File: src/rtl/piso_bit_feeder.sv
`default_nettype none
// ============================================================================
// Module   : piso_bit_feeder
// Purpose  : Double-buffered parallel-in/serial-out feeder for the 1010 detector
// Revision : 1.0
// ============================================================================
module piso_bit_feeder #(
   parameter int   WIDTH     = 8,
   parameter bit   MSB_FIRST = 1'b1,
   parameter logic IDLE_BIT  = 1'b0
) (
   input  logic             clk,
   input  logic             rst,
   input  logic [WIDTH-1:0] data_in,
   input  logic             data_valid,
   output logic             data_ready,
   output logic             a_out,
   output logic             bit_valid,
   output logic             busy
);
   localparam int                 c_CNT_W   = $clog2(WIDTH);
   localparam int                 c_OUT_IDX = MSB_FIRST ? WIDTH-1 : 0;
   localparam logic [c_CNT_W-1:0] c_LAST    = c_CNT_W'(WIDTH-1);

   typedef enum logic [0:0] {
      IDLE  = 1'b0,
      SHIFT = 1'b1
   } state_t;

   state_t             r_state;
   logic [WIDTH-1:0]   r_shift;
   logic [WIDTH-1:0]   r_hold;
   logic [c_CNT_W-1:0] r_cnt;
   logic               r_hold_full;
   logic               w_xfer;
   logic [WIDTH-1:0]   w_shifted;

   assign w_xfer = data_valid && !r_hold_full;

   // Vacated positions fill with IDLE_BIT, so a fully drained shifter
   // already presents the idle level on a_out.
   generate
      if (MSB_FIRST) begin : g_msb_first
         assign w_shifted = {r_shift[WIDTH-2:0], IDLE_BIT};
      end else begin : g_lsb_first
         assign w_shifted = {IDLE_BIT, r_shift[WIDTH-1:1]};
      end
   endgenerate

   assign a_out      = r_shift[c_OUT_IDX];
   assign bit_valid  = (r_state == SHIFT);
   assign busy       = (r_state == SHIFT) || r_hold_full;
   assign data_ready = !r_hold_full;

   always_ff @(posedge clk or posedge rst) begin
      if (rst) begin
         r_state     <= IDLE;
         r_shift     <= {WIDTH{IDLE_BIT}};
         r_hold      <= '0;
         r_hold_full <= 1'b0;
         r_cnt       <= '0;
      end else begin
         case (r_state)
            IDLE: begin
               if (w_xfer) begin
                  r_shift <= data_in;
                  r_cnt   <= '0;
                  r_state <= SHIFT;
               end
            end
            SHIFT: begin
               if (r_cnt != c_LAST) begin
                  r_shift <= w_shifted;
                  r_cnt   <= r_cnt + c_CNT_W'(1);
                  if (w_xfer) begin
                     r_hold      <= data_in;
                     r_hold_full <= 1'b1;
                  end
               end else if (r_hold_full) begin
                  // Held word takes over on the same edge: no idle bit between words.
                  r_shift     <= r_hold;
                  r_hold_full <= 1'b0;
                  r_cnt       <= '0;
               end else if (w_xfer) begin
                  r_shift <= data_in;
                  r_cnt   <= '0;
               end else begin
                  r_shift <= w_shifted;
                  r_cnt   <= '0;
                  r_state <= IDLE;
               end
            end
            default: r_state <= IDLE;
         endcase
      end
   end
endmodule
`default_nettype wire
File: config.mk
export PLATFORM = sky130hd
export DESIGN_NAME = piso_bit_feeder
export DESIGN_NICKNAME = d
export VERILOG_FILES = /design/src/rtl/piso_bit_feeder.sv
export SDC_FILE = /design/constraint.sdc
export NUM_CORES = 1
export LEC_CHECK = 0
export CAP_MARGIN = 0
export CORE_ASPECT_RATIO = 2
export CORE_MARGIN = 5
export CORE_UTILIZATION = 30
export DETAILED_ROUTE_END_ITERATION = 10
export PLACE_DENSITY = 0.57
export SLEW_MARGIN = 20
export SYNTH_ARGS = -nofsm -noshare
export SYNTH_HDL_FRONTEND = slang
export SYNTH_SLANG_ARGS = --single-unit
File: constraint.sdc
create_clock -name clk -period 1.8 [get_ports clk]
set_input_delay 0.36 -clock clk [delete_from_list [all_inputs] [get_ports clk]]
set_output_delay 0.36 -clock clk [all_outputs]
set_load 0.005 [all_outputs]
Word level (Yosys, flattened, before mapping) --
Cells that the tools add are included.
Storage, ports and cells: flip-flop bits (word level) 21, bits of input ports 11, logic and storage cells 29
Cells by class: add/subtract/negate cells 1, eq/ne operators 3, mux-type cells 14, bitwise gates (word level) 1, reduce and logical (&&, ||, !) cells 5
Operators with widths (count):
- 2-to-1 mux 8 bit | 4
- one-hot mux 8 bit (2 select lines) | 1
- 2-to-1 mux 3 bit | 2
- one-hot mux 3 bit (2 select lines) | 1
- 2-to-1 mux 1 bit | 5
- inequality test 2 bit, second input constant | 2
- adder 3 x 1 -> 3 bit, second input constant | 1
- inequality test 3 bit, second input constant | 1
- AND reduction 3 bit | 1
- one-hot mux 1 bit (2 select lines) | 1
- AND reduction 2 bit | 1
- logical AND 1 bit | 1
- zero test 1 bit | 1
- logical OR 1 bit | 1
- inverter 1 bit | 1

Longest topological paths before layout --
Gate-level depths: netlist of run 1.
depth after elaboration 6, depth in mapped cells 8, depth with buffers taken out 6

Worst setup path after synthesis of run 1 --
No wires, ideal clock.
path kind reg2reg, from reg r_cnt[0], to reg r_hold[0], arrival 1.522 ns, data required time 1.672 ns, setup slack 0.150 ns, cell stages (with the launch flop) 8, path buffers 1, path through dfrtp_1 > ha_1 > ha_1 > buf_2 > inv_1 > nand2_2 > nor2_8 > mux2_1
Between the ends: longest elaborated chain between the ends 2
Ends and longest elaborated chain:
- from (decl) | RTL line 33 | logic [c_CNT_W-1:0] r_cnt;
- from (signal assigned) | RTL line 74 | r_cnt <= r_cnt + c_CNT_W'(1);
- inequality test 3 bit | RTL line 72 | if (r_cnt != c_LAST) begin
- AND reduction 3 bit (no line)
- to (signal assigned) | RTL line 76 | r_hold <= data_in;
- to (decl) | RTL line 32 | logic [WIDTH-1:0] r_hold;
No other way between the ends. A chain may end at the register's enable or synchronous reset.

Final worst setup path of run 1 --
from reg r_state, in the netlist bit_valid, to out busy
Between the ends: longest elaborated chain between the ends 1
Ends and longest elaborated chain:
- from (decl) | RTL line 30 | state_t r_state;
- from (signal assigned) | RTL line 57 | r_state <= IDLE;
- from (signal assigned) | RTL line 68 | r_state <= SHIFT;
- from (signal assigned) | RTL line 90 | r_state <= IDLE;
- logical OR 1 bit | RTL line 52 | assign busy = (r_state == SHIFT) || r_hold_full;
- to (decl) | RTL line 19 | output logic busy
No other way between the ends.

==> results.sh, run 1 <==
export IMPL_io_buffers=14
export IMPL_crit_path_start_kind="register"
export IMPL_diodes=0
export IMPL_fin_tns_setup_ps=0
export IMPL_drt_iter0_drc=21
export IMPL_area_growth_pct=26.5
export IMPL_clk_path_buf_depth=2
export IMPL_drive_gt1_share_pct=13.7
export IMPL_grt_usage_pct=10.8
export IMPL_drtAntennaViolNets=0
export IMPL_grt_pass1_vias=840
export IMPL_fmax_mhz=576
export IMPL_fin_crit_ps=1740
export IMPL_io_pins=15
export IMPL_die_w_um=52.1
export IMPL_gp_congestion=0.800
export IMPL_grt_ovfl_total=0
export IMPL_instances_no_fill=172
export IMPL_cp_top_family="buffers and inverters"
export IMPL_synth_avg_cell_area_um2=10.3
export IMPL_drv_slew=0
export IMPL_crit_arrival_ps=1380
export IMPL_mappedNetlistArea_um2=1060
export IMPL_syn_inst=103
export IMPL_initial_core_util_pct=31.1
export IMPL_ctsRootBufferMaster="clkbuf_8"
export IMPL_antenna_found_initial=0
export IMPL_yosysSeqAreaShare_pct=49.5
export IMPL_worst_endpoint_required_ps=1440
export IMPL_grt_pass1_wl_um=3920
export IMPL_outcome="finished, final reports clean"
export IMPL_min_period_over_period_pct=96.5
export IMPL_die_h_um=94.2
export IMPL_dp_hpwl_um=1730
export IMPL_setup_viol=0
export IMPL_p_leak_nw=0.586
export IMPL_cp_slowest_cell="clkdlybuf4s50_1"
export IMPL_cp_max_fo=3
export IMPL_cts_made_buffers=3
export IMPL_coreArea_um2=3420
export IMPL_irDropWorstVdd_v=0.000633
export IMPL_cp_depth=2
export IMPL_hold_class="in -> async"
export IMPL_totalPowerFinal_mw=1.88
export IMPL_cap_violations=0
export IMPL_wirelength_um=2290
export IMPL_reg2reg_depth=6
export IMPL_path_cells="or2_2 -> clkdlybuf4s50_1"
export IMPL_cts_sinks=21
export IMPL_slew_headroom_pct=80.9
export IMPL_drc=0
export IMPL_dr_pass1_iters=4
export IMPL_end_kind="primary output"
export IMPL_vias_per_cell=4.73
export IMPL_num_vias=814
export IMPL_cts_tree="done"
export IMPL_finalHoldViolations=0
export IMPL_fin_hold_ws_ps=417
export IMPL_finClkSkew_ps=1.66
export IMPL_worstMarginPinSlew_ps=287
export IMPL_worst_path_largest_cell_delay_ps=440
export IMPL_nNetsFinal=138
export IMPL_dpl_cell_count=168
export IMPL_postCtsHoldBufs=0
export IMPL_rsz0062_at_grt="no"
export IMPL_cts_max_level=1
export IMPL_crit_buf_inv=1
export IMPL_critical_path_class="reg -> out"
export IMPL_yosys_warnings=0
export IMPL_detail_route_wl_per_cell_um=13.3
export IMPL_clk_pin_slew_ps=80
export IMPL_power_density_nw_per_um2=1400
export IMPL_syn_nets=116
export IMPL_rows=30
export IMPL_ys_types=28
export IMPL_die_area_um2=4900
export IMPL_worstSkewPairLatency_ps=270
export IMPL_ys_seq_elements=21
export IMPL_grt_max_degree=22
sequential cells by signal, indices dropped and copies added, names as in the netlist:
name and cells:
r_shift 8, bit_valid 1, r_cnt 3, r_hold 8, r_hold_full 1
cell usage after synthesis:
library cell  instances  area (µm²)
nor2b_4               1        13.8
clkbuf_1              1        3.75
nand2_2               1        6.26
nor2_8                1        20.0
clkinv_1              1        3.75
nand4_1               2        12.5
a22oi_1               2        15.0
nand2_1              11        41.3
a222oi_1              1        10.0
buf_2                 2        10.0
inv_1                 5        18.8
a21oi_1               7        35.0
or2_2                 1        6.26
nand2b_1              2        12.5
mux2_1                8        90.1
dfrtp_1              21         526
o221ai_1              1        8.76
a22o_1                6        52.6
o21ai_1               2        10.0
o21ai_0              11        55.1
nand3_1               1        5.00
and2_1                1        6.26
nor2_1                6        22.5
a2bb2oi_1             1        8.76
ha_1                  2        25.0
mux2i_1               2        20.0
nand2b_2              1        8.76
buf_4                 2        15.0
worst register-to-register path: cells and delay by family, from the launching register on:
family | cells | cell delay (ps)
simple gates | 2 | 320
mux | 1 | 340
fa+ha+maj | 2 | 420
flops | 1 | 400
buf+inv | 1 | 110
where the power goes:
group | leakage [nW] | internal [mW] | total [mW] | switching, mW
Combinational | 0.312 | 0.390 | 0.756 | 0.366
Sequential | 0.252 | 0.689 | 0.805 | 0.116
Clock | 0.0228 | 0.158 | 0.318 | 0.160
Total | 0.586 | 1.24 | 1.88 | 0.642
routing by layer:
| metal | up-vias | global-route usage, % | wire [µm] |
|---|---|---|---|
| li1 | 407 | - | - |
| met1 | 389 | 12.3 | 976 |
| met2 | 13 | 18.1 | 1170 |
| met3 | 5 | 1.75 | 83 |
| met4 | 0 | 6.56 | 64 |
| met5 | - | 0 | 0 |
through the flow:
step / worst slack (ps) / util (%) / area (µm²)
finish: 63.6 / 39.3 / 1340
global route: 4.15 / 39.3 / 1340
CTS: 35.3 / 39.2 / 1340
detailed placement: 56.6 / 37.9 / 1290
global placement: 71.1 / 37.9 / 1290
floorplan: 150 / - / 1060
final cells by class:
class	instances	area [µm²]
tap	48	60.1
multi-input combinational	71	488
sequential	21	526
fill	332	2070
clock buffer	4	45.0
timing repair buffer	22	203
inverter	6	22.5
cells by family after synthesis:
family,after synthesis,share of synthesized area [%]
AO/OA/AOI/OAI,31,18.4
AND/OR/NAND/NOR,28,14.6
flip-flops,21,49.5
buffers and inverters,11,4.83
multiplexers,10,10.4
adder cells (fa/ha/maj),2,2.36
worst paths after layout:
path	start	end	slack (ps)
max	bit_valid$_DFF_PP0_	busy	60
min	rst	r_hold[6]$_DFFE_PP0P_	420
max reg2reg	r_cnt[0]$_DFFE_PP0P_	r_hold[2]$_DFFE_PP0P_	110
min reg2reg	r_hold[6]$_DFFE_PP0P_	r_hold[6]$_DFFE_PP0P_	480
max in group asynchronous	rst	r_cnt[1]$_DFFE_PP0P_	1170
min in group clk	r_hold[6]$_DFFE_PP0P_	r_hold[6]$_DFFE_PP0P_	480
timing repair:
item,in CTS,in global routing
resized for setup,0,2
endpoints found under the setup margin,0,9
endpoints found under the hold margin,0,0
buffers inserted,0,0
cells in the final DEF (no fill, tap or decap), types with 2 or more instances in the layout:
master | synthesis | routed
dfrtp_1 | 21 | 21
clkdlybuf4s50_1 | 0 | 13
nand2_1 | 11 | 11
o21ai_0 | 11 | 11
mux2_1 | 8 | 8
buf_4 | 2 | 8
a21oi_1 | 7 | 7
nor2_1 | 6 | 6
a22o_1 | 6 | 6
inv_1 | 5 | 5
clkbuf_8 | 0 | 3
a22oi_1 | 2 | 2
mux2i_1 | 2 | 2
o21ai_1 | 2 | 2
nand4_1 | 2 | 2
nand2b_1 | 2 | 2
No activity file was read; power rests on OpenSTA's default activity.
==> run 2: changes to the inputs <==
- CORE_ASPECT_RATIO: 2 -> 1.75
==> results.sh, run 2 (synthesized netlist as in run 1, its figures left out) <==
export IMPL_path_cells="clkinvlp_4 -> clkdlybuf4s50_1"
export IMPL_detail_route_wl_per_cell_um=14.7
export IMPL_cap_violations=0
export IMPL_clk_path_buf_depth=2
export IMPL_grt_pass1_vias=918
export IMPL_die_area_um2=4880
export IMPL_drc=0
export IMPL_outcome="finished, final reports clean"
export IMPL_fmax_mhz=572
export IMPL_final_cell_mix="dfrtp_1, clkdlybuf4s50_1, nand2_1, o21ai_0, buf_4"
export IMPL_power_density_nw_per_um2=1400
export IMPL_cts_max_level=1
export IMPL_die_w_um=55.0
export IMPL_finClkSkew_ps=3.98
export IMPL_diodes=0
export IMPL_drt_iter0_drc=20
export IMPL_vias_per_cell=5.11
export IMPL_nNetsFinal=139
export IMPL_num_vias=868
export IMPL_gp_congestion=0.845
export IMPL_crit_path_start_kind="register"
export IMPL_grt_pass1_wl_um=4250
export IMPL_grt_usage_pct=12.0
export IMPL_ctsRootBufferMaster="clkbuf_8"
export IMPL_dp_hpwl_um=1930
export IMPL_coreArea_um2=3400
export IMPL_ff_latch_area_um2=528
export IMPL_initial_core_util_pct=31.3
export IMPL_end_kind="primary output"
export IMPL_cp_slowest_cell="clkdlybuf4s50_1"
export IMPL_fin_crit_ps=1750
export IMPL_grt_max_degree=22
export IMPL_worst_endpoint_required_ps=1440
export IMPL_clk_pin_slew_ps=80
export IMPL_mostFrequentLayoutCell="dfrtp_1"
export IMPL_postCtsHoldBufs=0
export IMPL_cts_tree="done"
export IMPL_rows=28
export IMPL_worstSkewPairLatency_ps=260
export IMPL_rsz0062_at_grt="no"
export IMPL_drtAntennaViolNets=0
export IMPL_final_fill_count=339
export IMPL_cts_sinks=21
export IMPL_drive_gt1_share_pct=16.0
export IMPL_wirelength_um=2490
export IMPL_hold_class="in -> async"
export IMPL_cp_max_fo=9
export IMPL_dr_pass1_iters=5
export IMPL_drv_slew=0
export IMPL_setup_viol=0
export IMPL_multi_input_area_um2=485
export IMPL_cts_made_buffers=3
export IMPL_fin_tns_setup_ps=0
export IMPL_critical_path_class="reg -> out"
export IMPL_totalPowerFinal_mw=1.89
export IMPL_area_growth_pct=26.9
export IMPL_design_area_um2=1350
export IMPL_place_area_um2=1280
export IMPL_worstMarginPinSlew_ps=286
export IMPL_slew_headroom_pct=80.9
export IMPL_crit_arrival_ps=1390
export IMPL_die_h_um=88.7
export IMPL_irDropWorstVdd_v=0.000690
export IMPL_p_leak_nw=0.570
export IMPL_finalHoldViolations=0
export IMPL_io_buffers=14
export IMPL_top_regs="r_hold (8), r_shift (8), r_cnt (3)"
export IMPL_io_pins=15
export IMPL_worst_path_largest_cell_delay_ps=520
export IMPL_antenna_found_initial=0
export IMPL_grt_ovfl_total=0
export IMPL_min_period_over_period_pct=97.0
==> run 2: cell count changes in the layout (fill, tap and decap cells not counted) <==
cell / before / now
buf_4: 8 / 9
dfrtp_2: 0 / 2
ha_2: 1 / 0
clkinv_1: 1 / 0
ha_1: 1 / 2
dfrtp_1: 21 / 19
dlygate4sd2_1: 0 / 1
clkinvlp_4: 0 / 1
dlymetal6s2s_1: 1 / 0
==> run 2: power by group <==
group	internal, mW	switching [mW]
logic	0.393	0.369
clock network	0.157	0.147
registers	0.691	0.132
total	1.24	0.648
==> run 2: path summary, 6_finish.rpt <==
| check | start | depth (start not counted) | to | slack (ps) |
|---|---|---|---|---|
| max | r_hold_full$_DFFE_PP0P_ | 2 | data_ready | 50 |
| max reg2reg | r_cnt[0]$_DFFE_PP0P_ | 6 | r_hold[7]$_DFFE_PP0P_ | 130 |
| min | rst | 3 | r_shift[1]$_DFFE_PP0P_ | 430 |
| min reg2reg | r_hold[1]$_DFFE_PP0P_ | 1 | r_hold[1]$_DFFE_PP0P_ | 490 |
| min in group clk | r_hold[1]$_DFFE_PP0P_ | 1 | r_hold[1]$_DFFE_PP0P_ | 490 |
| max in group asynchronous | rst | 3 | r_hold_full$_DFFE_PP0P_ | 1120 |
==> run 2: stage by stage <==
stage / hold WS (ps) / worst slack (ps) / cells / utilization (%)
final: 430 / 53.1 / 170 / 39.7
after CTS: 441 / 43.2 / 170 / 39.5
after detailed placement: 474 / 8.24 / 164 / 37.7
after floorplan: 337 / 150 / 103 / -
after global placement: 467 / 55.7 / 164 / 37.7
after global routing: 455 / 12.5 / 170 / 39.7
==> run 2: critical path, delay by kind of cell (launching register included) <==
| kind | cells | cell delay (ps) |
|---|---|---|
| DFF | 1 | 460 |
| buffers and inverters | 2 | 670 |
==> run 2: final cells by class <==
cell class	count	share of cell area [%]
multi-input combinational	71	36.0
inverter	6	1.95
clock buffer	4	3.34
timing repair buffer	23	15.3
sequential	21	39.2
tap	45	4.18
==> run 2: layer usage <==
layer  vias up  track usage (%)  wire [µm]
li1        408                -          -
met4         0             5.75         70
met3         6             2.53        120
met2        29             20.3       1320
met5         -                0          0
met1       425             13.9        984
==> run 2: timing repair <==
action	in CTS	in global routing
buffers inserted	2	0
endpoints found under the setup margin	2	1
endpoints found under the hold margin	0	0
gates resized for setup	3	1
